<file path="config.mk">
export PLATFORM = sky130hd
export DESIGN_NAME = bash_f_sched
export DESIGN_NICKNAME = d
export VERILOG_FILES = /design/src/rtl/bash_f_sched.sv
export SDC_FILE = /design/constraint.sdc
export NUM_CORES = 1
export LEC_CHECK = 0
export BUFFER_PORTS_ARGS = -buffer_cell sky130_fd_sc_hd__buf_2
export CAP_MARGIN = 5
export CORE_AREA = 3 3 118 120
export CTS_CLUSTER_SIZE = 24
export DETAILED_ROUTE_END_ITERATION = 10
export DIE_AREA = 0 0 121 123
export SLEW_MARGIN = 20
export SYNTH_ARGS = -nofsm -noshare
export SYNTH_HDL_FRONTEND = slang
export SYNTH_SLANG_ARGS = --single-unit
</file>
<file path="constraint.sdc">
create_clock -name clk -period 3.7 [get_ports clk]
set_input_delay 0.74 -clock clk [delete_from_list [all_inputs] [get_ports clk]]
set_output_delay 0.74 -clock clk [all_outputs]
set_load 0.05 [all_outputs]
</file>
<file path="src/rtl/bash_f_sched.sv">
// rtl/bash_f_sched.sv - bash-f permutation round scheduler with internal round-constant LFSR
// Sequences load, ROUNDS round strobes spaced RND_LAT apart, then holds valid until ack.
module bash_f_sched #(
   parameter int ROUNDS  = 24,
   parameter int RND_LAT = 1
) (
   input  logic        clk,
   input  logic        rst_n,
   input  logic        start_i,
   output logic        ready_o,
   output logic        load_o,
   output logic        rnd_en_o,
   output logic [4:0]  round_o,
   output logic [63:0] rc_o,
   output logic        valid_o,
   input  logic        ack_i
);

   typedef enum logic [2:0] {
      S_IDLE  = 3'd0,
      S_LOAD  = 3'd1,
      S_ROUND = 3'd2,
      S_WAIT  = 3'd3,
      S_DONE  = 3'd4
   } state_t;

   localparam logic [63:0] RC_INIT    = 64'hB194BAC80A08F53B;
   localparam logic [63:0] RC_POLY    = 64'hAED8E07F99E12BDC;
   localparam logic [4:0]  ROUND_LAST = 5'(ROUNDS);
   localparam int          WAIT_LAST_I = (RND_LAT > 1) ? RND_LAT - 2 : 0;
   localparam logic [15:0] WAIT_LAST  = 16'(WAIT_LAST_I);

   state_t      state_q;
   state_t      state_d;
   logic [4:0]  round_q;
   logic [63:0] rc_q;
   logic [63:0] rc_next;
   logic [15:0] wait_cnt_q;
   logic        last_round;

   function automatic logic [63:0] bswap64(input logic [63:0] x);
      logic [63:0] r;
      for (int i = 0; i < 8; i++) begin
         r[8*i +: 8] = x[8*(7-i) +: 8];
      end
      return r;
   endfunction

   // Constants are kept byte-reversed; the shift happens in numeric order and
   // x[56] is the numeric LSB, so this is a Galois LFSR step in lane format.
   assign rc_next    = bswap64(bswap64(rc_q) >> 1) ^ (rc_q[56] ? RC_POLY : 64'd0);
   assign last_round = (round_q == ROUND_LAST);

   always_ff @(posedge clk or negedge rst_n) begin
      if (!rst_n) begin
         state_q <= S_IDLE;
      end else begin
         state_q <= state_d;
      end
   end

   always_comb begin
      state_d = state_q;
      case (state_q)
         S_IDLE:  if (start_i) state_d = S_LOAD;
         S_LOAD:  state_d = S_ROUND;
         S_ROUND: begin
            if (last_round)        state_d = S_DONE;
            else if (RND_LAT == 1) state_d = S_ROUND;
            else                   state_d = S_WAIT;
         end
         S_WAIT:  if (wait_cnt_q == WAIT_LAST) state_d = S_ROUND;
         S_DONE:  if (ack_i) state_d = S_IDLE;
         default: state_d = S_IDLE;
      endcase
   end

   always_comb begin
      ready_o  = (state_q == S_IDLE);
      load_o   = (state_q == S_LOAD);
      rnd_en_o = (state_q == S_ROUND);
      valid_o  = (state_q == S_DONE);
   end

   // Round index and constant advance on leaving each non-final round, so
   // they stay stable through WAIT and are already correct at the next strobe.
   always_ff @(posedge clk or negedge rst_n) begin
      if (!rst_n) begin
         round_q    <= 5'd1;
         rc_q       <= RC_INIT;
         wait_cnt_q <= 16'd0;
      end else begin
         case (state_q)
            S_ROUND: begin
               wait_cnt_q <= 16'd0;
               if (!last_round) begin
                  round_q <= round_q + 5'd1;
                  rc_q    <= rc_next;
               end
            end
            S_WAIT: begin
               wait_cnt_q <= wait_cnt_q + 16'd1;
            end
            S_DONE: begin
               if (ack_i) begin
                  round_q <= 5'd1;
                  rc_q    <= RC_INIT;
               end
            end
            default: begin
               wait_cnt_q <= wait_cnt_q;
            end
         endcase
      end
   end

   assign round_o = round_q;
   assign rc_o    = rc_q;

endmodule
</file>
[After elaboration in Yosys (flattened, before gate mapping)]
Index checks and enable logic that the tools add are counted.
Word-level totals
  flip-flop bits (word level): 88
  input bits: 4
  logic and storage cells: 35
Cells by class
  $add $sub $neg: 2
  equal/unequal tests: 9
  muxes and demuxes: 13
  bitwise operators: 1
  reductions and logical operators: 6
Operators by type and width (count)
  2-to-1 mux 64 bit: 3
  one-hot mux 64 bit (2 select lines): 1
  XOR 64 bit: 1
  one-hot mux 16 bit (2 select lines): 1
  adder 16 x 1 -> 16 bit, second input constant: 1
  logical NOT 16 bit: 1
  one-hot mux 3 bit (5 select lines): 1
  2-to-1 mux 3 bit: 4
  2-to-1 mux 5 bit: 2
  one-hot mux 5 bit (2 select lines): 1
  equality test 3 x 2 -> 1 bit, second input constant: 2
  != test 2 bit, second input constant: 3
  AND reduction 3 bit: 2
  adder 5 x 1 -> 5 bit, second input constant: 1
  equality test 5 bit, second input constant: 1
  nonzero test 2 bit: 2
  equality test 3 x 1 -> 1 bit, second input constant: 1
  equality test 3 bit, second input constant: 1
  logical NOT 3 bit: 1
  != test 2 x 1 -> 1 bit, second input constant: 1

[Depth between registers and ports, before layout]
Gate-level depths: netlist of run 1.
  depth in word-level cells: 4
  depth in mapped cells: 8

[Worst setup path after synthesis of run 1]
No wires, ideal clock.
  path kind: flip-flop to output port
  start: reg state_q[0]
  end: out valid_o
  data arrival time: 1.737 ns
  slack: 1.223 ns
  cell stages (with the launch flop): 6
  buffers on the path: 3
  cell sequence: dfrtp_1 > buf_6 > or3b_1 > buf_2 > clkinv_1 > clkbuf_1
Between the ends
  word-level cells in the longest chain between the ends: 1
Ends and longest elaborated chain
  from (decl): RTL line 33  | state_t state_q;
  from (signal assigned): RTL line 58  | state_q <= state_d;
  equality test 3 bit: RTL line 82  | valid_o = (state_q == S_DONE);
  to (decl): RTL line 15  | output logic valid_o,
No other way between the ends.

[Final worst setup path of run 1]
Same ends and word-level chain as after synthesis.

==> results of run 1 <==
==> synthesized netlist by cell type, drive strengths merged, types with 2 or more instances <==
library cell and number:
o31ai 2, nand2b 2, nor2 39, o21ba 14, mux2 25, mux2i 3, o21ai 18, dfstp 30
nand4 31, a21oi 11, inv 20, xor2 4, nand3 6, xnor2 38, nand2 14, or3b 2
o21a 14, clkbuf 16, or4 2, nor3 6, buf 17, dfrtp 58, and4 2, nor4 18
ha 4
==> sequential cells by signal (all words and copies together), names as in the netlist <==
name and cells:
rc_o 64, wait_cnt_q 16, round_o 5, state_q 3
==> layout make-up <==
cell class,count,area (um^2)
fill,1292,7797
sequential,88,2240
multi-input combinational,267,1982
timing repair buffer,85,466.7
clock buffer,13,260.3
tap,176,220.2
inverter,21,78.83
clock inverter,3,40.04
==> cell families (layout without fill, tap and decap cells) <==
kind of cell	Yosys count	after routing	share of synthesized area [%]
simple gates	128	128	15.17
flops	88	88	50.00
compound gates	65	65	10.53
buf+inv	54	122	5.922
xor+xnor	42	42	8.212
mux	28	28	9.050
fa+ha+maj	4	4	1.117
==> through the flow <==
stage	util [%]	hold slack [ns]	instance area [um^2]	setup slack [ns]	cells
after floorplan	-	0.4444	4479	1.223	409
after global placement	38.09	0.5037	4984	1.193	637
after detailed placement	38.09	0.5079	4984	1.173	637
after CTS	40.38	0.5220	5284	0.8032	653
after global routing	40.41	0.5253	5288	0.7227	653
final	40.41	0.4421	5288	0.8004	653
==> critical path, stage by stage, from the launching register on <==
cell      delay, ns
dfrtp_1        0.46
or3b_1         0.69
buf_4          0.33
clkinv_1       0.07
buf_2          0.26
==> per-layer routing <==
layer	share of wire (%)	wire (um)	track usage, %
met1	50	5132	20.64
met2	43	4492	21.47
met3	4.9	505	3.477
met4	2.0	209	6.091
met5	0	0	0
==> worst paths after layout <==
| kind | cells after the start | end | startpoint |
|---|---|---|---|
| worst max register to register | 5 | rc_o[23] | state_q[0] |
| min in group clk | 2 | rc_o[0] | rc_o[0] |
| max in group asynchronous | 2 | rc_o[44] | rst_n |
| worst min-delay path | 1 | wait_cnt_q[5] | rst_n |
| worst max-delay path | 4 | valid_o | state_q[0] |
| worst min register to register | 2 | rc_o[0] | rc_o[0] |
==> results.md, run 1 <==
* Status: finished clean
* Detailed-route via count at 3236
* DRT Pass-1 Iters at 4
* Worst EP required at 2.96 ns
* CTS Hold Bufs at 0
* Core ar. at 13090 um^2
* CTS Buf Count at 9
* Congestion Overflow GR at 0
* Total track usage at 14.59%
* Synthesized area per cell at 10.95 um^2
* Drt wl/cell at 15.84 um
* Vias in the first global route at 3286
* Die H at 123 um
* Most frequent cells in the layout: buf_2, dfrtp_1, nor2_1
* First-pass GRT wire length at 17180 um
* Nets@finish at 480
* Initial antenna violation count at 0
* Hold Vio Cnt, Final at 0
* Slew headroom at 47.38%
* Largest net degree at the start of global routing at 87
* Max Buffers Root-to-Sink at 2
* Main area contributors after synthesis: dfrtp_1, dfstp_2, mux2_4
* FF-to-FF setup slack at 1.17 ns
* Fmax at 344.9 MHz
* Post-synth net total at 417
* Via density at 4.956
* Syn Std Cell Area at 4479 um^2
* Synth area leader: dfrtp_1
* Post-synth EDFFs at 0
* Reg clk slew, reported paths at 0.06 ns
* Worst endpoint data arrival time at 2.16 ns
* Synth top area share at 32.40%
* IO Pins at 77
* Critical Path Start Type: register
* Cts repair resizes at 0
* P&R area growth vs syn at 18.04%
* Seq/Total Area, Yosys at 50.00%
* DR DRC count at 0
* Type of the worst setup path: register to primary output
* Ys Warns at 0
* H-tree level count at 3
* DRT iter0 DRCs at 157
* Worst-Skew Late Latency at 0.34 ns
* Ys flop type: dfrtp_1
* CTS sink count at 88
* Syn Inst Count at 409
* Layout cells sized above 1 at 33.96%
* Max FO, Critical Path at 18
* Flops & latches, synth at 88
* # Max-Cap Violations at 0
* Diode count at 0
* Setup TNS at 0 ns
* GP Congestion at 0.7707
* Max Slew Vio Count at 0
* Min cycle time layout at 2.900 ns
* Die area at 14880 um^2
* Chip width at 121 um
* Post-CTS setup buffers at 0
* Initial core utilization at 34.23%
* Worst min path class: primary input to async pin
* Least-Margin Pin Slew at 0.7892 ns
* Final Cycle Share at 78.37%
* Asr flop ratio synth at 100.0%
* Drt total wl at 10340 um
* CTS Root Cell: clkbuf_16
* Final ANT Viol Nets at 0
* Setup violations, final at 0
* CTS tree: done
* Most common cell after layout, fill and taps aside: buf_2
* CP Capture Type: primary output
* Cell Rows at 42
* Count of cell types in the netlist at 45
* Dpl hpwl at 6778 um
* RSZ-0062 raised after global routing: false
* Layout Skew at 0.006391 ns
* # port buffers at 76
Power of run 1 is left out: the tool's default activity adds up to more than one toggle a clock period on the data nets, which glitch-free logic cannot reach.
==> inputs of run 2 (changes only) <==
clock period = 2.4 ns   (was 3.7 ns; I/O delays follow)
==> run 2 against run 1 <==
  * Clock-buffer cell count fell by 3
  * Critical path depth shrank 1
  * Worst hold slack got worse by 0.30 ns
  * Routed wire length rose by 1.6%
  * Via count grew 1.2%
  * Final cell count grew 1.4%
  * Register-to-register slack worse by 0.81 ns
  * Cell area rose by 1.7%
  * Global-route usage grew 0.076 points
  * Worst setup slack got worse by 0.58 ns
==> results.md, run 2 (synthesized netlist as in run 1, its figures left out) <==
* Cell-by-cell trace of the critical path: or3b_4 -> inv_2 -> buf_2
* Die area at 14880 um^2 (unchanged)
* First-pass GRT wire length at 17340 um (+0.92%)
* Final Cycle Share at 90.94%
* Initial antenna violation count at 0 (unchanged)
* DR DRC count at 0 (unchanged)
* Die H at 123 um (unchanged)
* Slowest stage delay, CP at 0.52 ns (-0.17 ns)
* Chip width at 121 um (unchanged)
* Min cycle time layout at 2.183 ns
* Max reg flops at 64 (unchanged)
* Util after Layout at 41.09% (+0.68 points)
* Sequential cell area at 2240 um^2 (unchanged)
* Delay-heaviest family, CP: simple AND/OR/NAND/NOR gates
* Least-Margin Pin Slew at 0.5859 ns (-0.2033 ns)
* Slew headroom at 60.61% (+13 points)
* Worst min path class: primary input to async pin
* RSZ-0062 raised after global routing: false
* Diode count at 0 (unchanged)
* # Max-Cap Violations at 0 (unchanged)
* Fmax at 458.2 MHz
* Area of the multi-input gates at 1987 um^2 (+0.25%)
* CTS sink count at 88 (unchanged)
* CTS Root Cell: clkbuf_16
* # port buffers at 76 (unchanged)
* Largest net degree at the start of global routing at 42 (-52%)
* Congestion Overflow GR at 0 (unchanged)
* Reg clk slew, reported paths at 0.06 ns (about the same)
* Via density at 4.946 (-0.20%)
* Fill count at 1268 (-1.9%)
* Setup violations, final at 0 (unchanged)
* Initial core utilization at 34.23% (unchanged)
* IO Pins at 77 (unchanged)
* CP Capture Type: primary output
* Hold Vio Cnt, Final at 0 (unchanged)
* Buf+Inv Stages, Crit Path at 2 (-1)
* Most common cell after layout, fill and taps aside: buf_2
* H-tree level count at 3 (unchanged)
* Layout cells sized above 1 at 35.80% (+1.8 points)
* Min setup slack post-route at 0.2173 ns (-0.5831 ns)
* P&R area growth vs syn at 20.03%
* Critical Path Start Type: register
* Worst-Skew Late Latency at 0.33 ns (about the same)
* Worst path slowest cell: or3b_4
* Detailed-route via count at 3274 (+1.2%)
* Total track usage at 14.67% (+0.076 points)
* Setup TNS at 0 ns (unchanged)
* Max FO, Critical Path at 14 (-4)
* Max Buffers Root-to-Sink at 2 (unchanged)
* Layout Skew at 0.007230 ns (+0.0008396 ns)
* Max Slew Vio Count at 0 (unchanged)
* Post-place setup slack at 0.2820 ns (-0.8909 ns)
* Hold slack final at 0.1382 ns (-0.3039 ns)
* DRT Pass-1 Iters at 4 (unchanged)
* Most frequent cells in the layout: buf_2, dfrtp_1, nor2_1
* Nets@finish at 490 (+2.1%)
* FF-to-FF setup slack at 0.36 ns (-0.81 ns)
* Dpl hpwl at 7322 um (+8.0%)
* CTS tree: done
* Cell Rows at 42 (unchanged)
* Drt wl/cell at 15.87 um (+0.20%)
* Status: finished clean
* Core ar. at 13090 um^2 (unchanged)
* Type of the worst setup path: register to primary output
* GP Congestion at 0.7516 (-2.5%)
* Worst endpoint data arrival time at 1.70 ns (-0.46 ns)
* Vias in the first global route at 3318 (+0.97%)
* DRT iter0 DRCs at 167 (+6.4%)
* Final ANT Viol Nets at 0 (unchanged)
* CTS Buf Count at 9 (unchanged)
* Drt total wl at 10510 um (+1.6%)
* Worst EP required at 1.92 ns (-1.04 ns)
==> run 2: cell types whose count changed in the layout (fill, tap and decap cells not counted), moves of 2 or more <==
cell	before	now
or3b_4	0	2
buf_12	1	3
clkbuf_8	2	0
or3b_1	2	0
buf_4	8	17
clkinvlp_4	0	2
==> run 2: area by class of cell <==
class	instances	share of cell area [%]
clock buffer	10	4.259
clock inverter	5	1.094
inverter	21	1.466
multi-input combinational	267	36.96
sequential	88	41.66
tap	176	4.096
timing repair buffer	95	10.47
==> run 2: stage by stage <==
stage	cell area, um^2	cells
after floorplan	4479	409
after global placement	5084	647
after detailed placement	5084	647
after CTS	5371	662
after global routing	5376	662
final	5376	662
==> run 2: worst register-to-register path, delay by kind of cell, from the launching register on <==
family,cells,cell delay (ns)
flops,1,0.57
compound gates,2,0.32
simple gates,1,0.18
fa+ha+maj,1,0.19
buf+inv,2,0.33
mux,1,0.33
==> run 2: metal layers <==
layer / global-route usage, % / share of wire (%) / wire, um
met1: 19.99 / 48 / 5024
met2: 23.45 / 47 / 4908
met3: 3.568 / 4.5 / 475
met4: 4.037 / 0.92 / 97
met5: 0 / 0 / 0
==> run 2: path summary, 6_finish.rpt <==
kind | startpoint | end | depth (start not counted)
min | rst_n | wait_cnt_q[4] | 1
max in group asynchronous | rst_n | rc_o[61] | 2
min reg2reg | rc_o[41] | rc_o[40] | 2
max | state_q[2] | rnd_en_o | 3
max reg2reg | round_o[0] | rc_o[57] | 7
min in group clk | start_i | state_q[0] | 3
==> run 2: repair_timing <==
| action | in CTS | in global routing |
|---|---|---|
| hold buffers | 0 | 0 |
| setup buffers | 0 | 0 |
| resized for setup | 1 | 2 |
| setup endpoints to repair | 1 | 2 |
| pin swaps | 0 | 0 |
Power of run 2 is left out for the same reason.
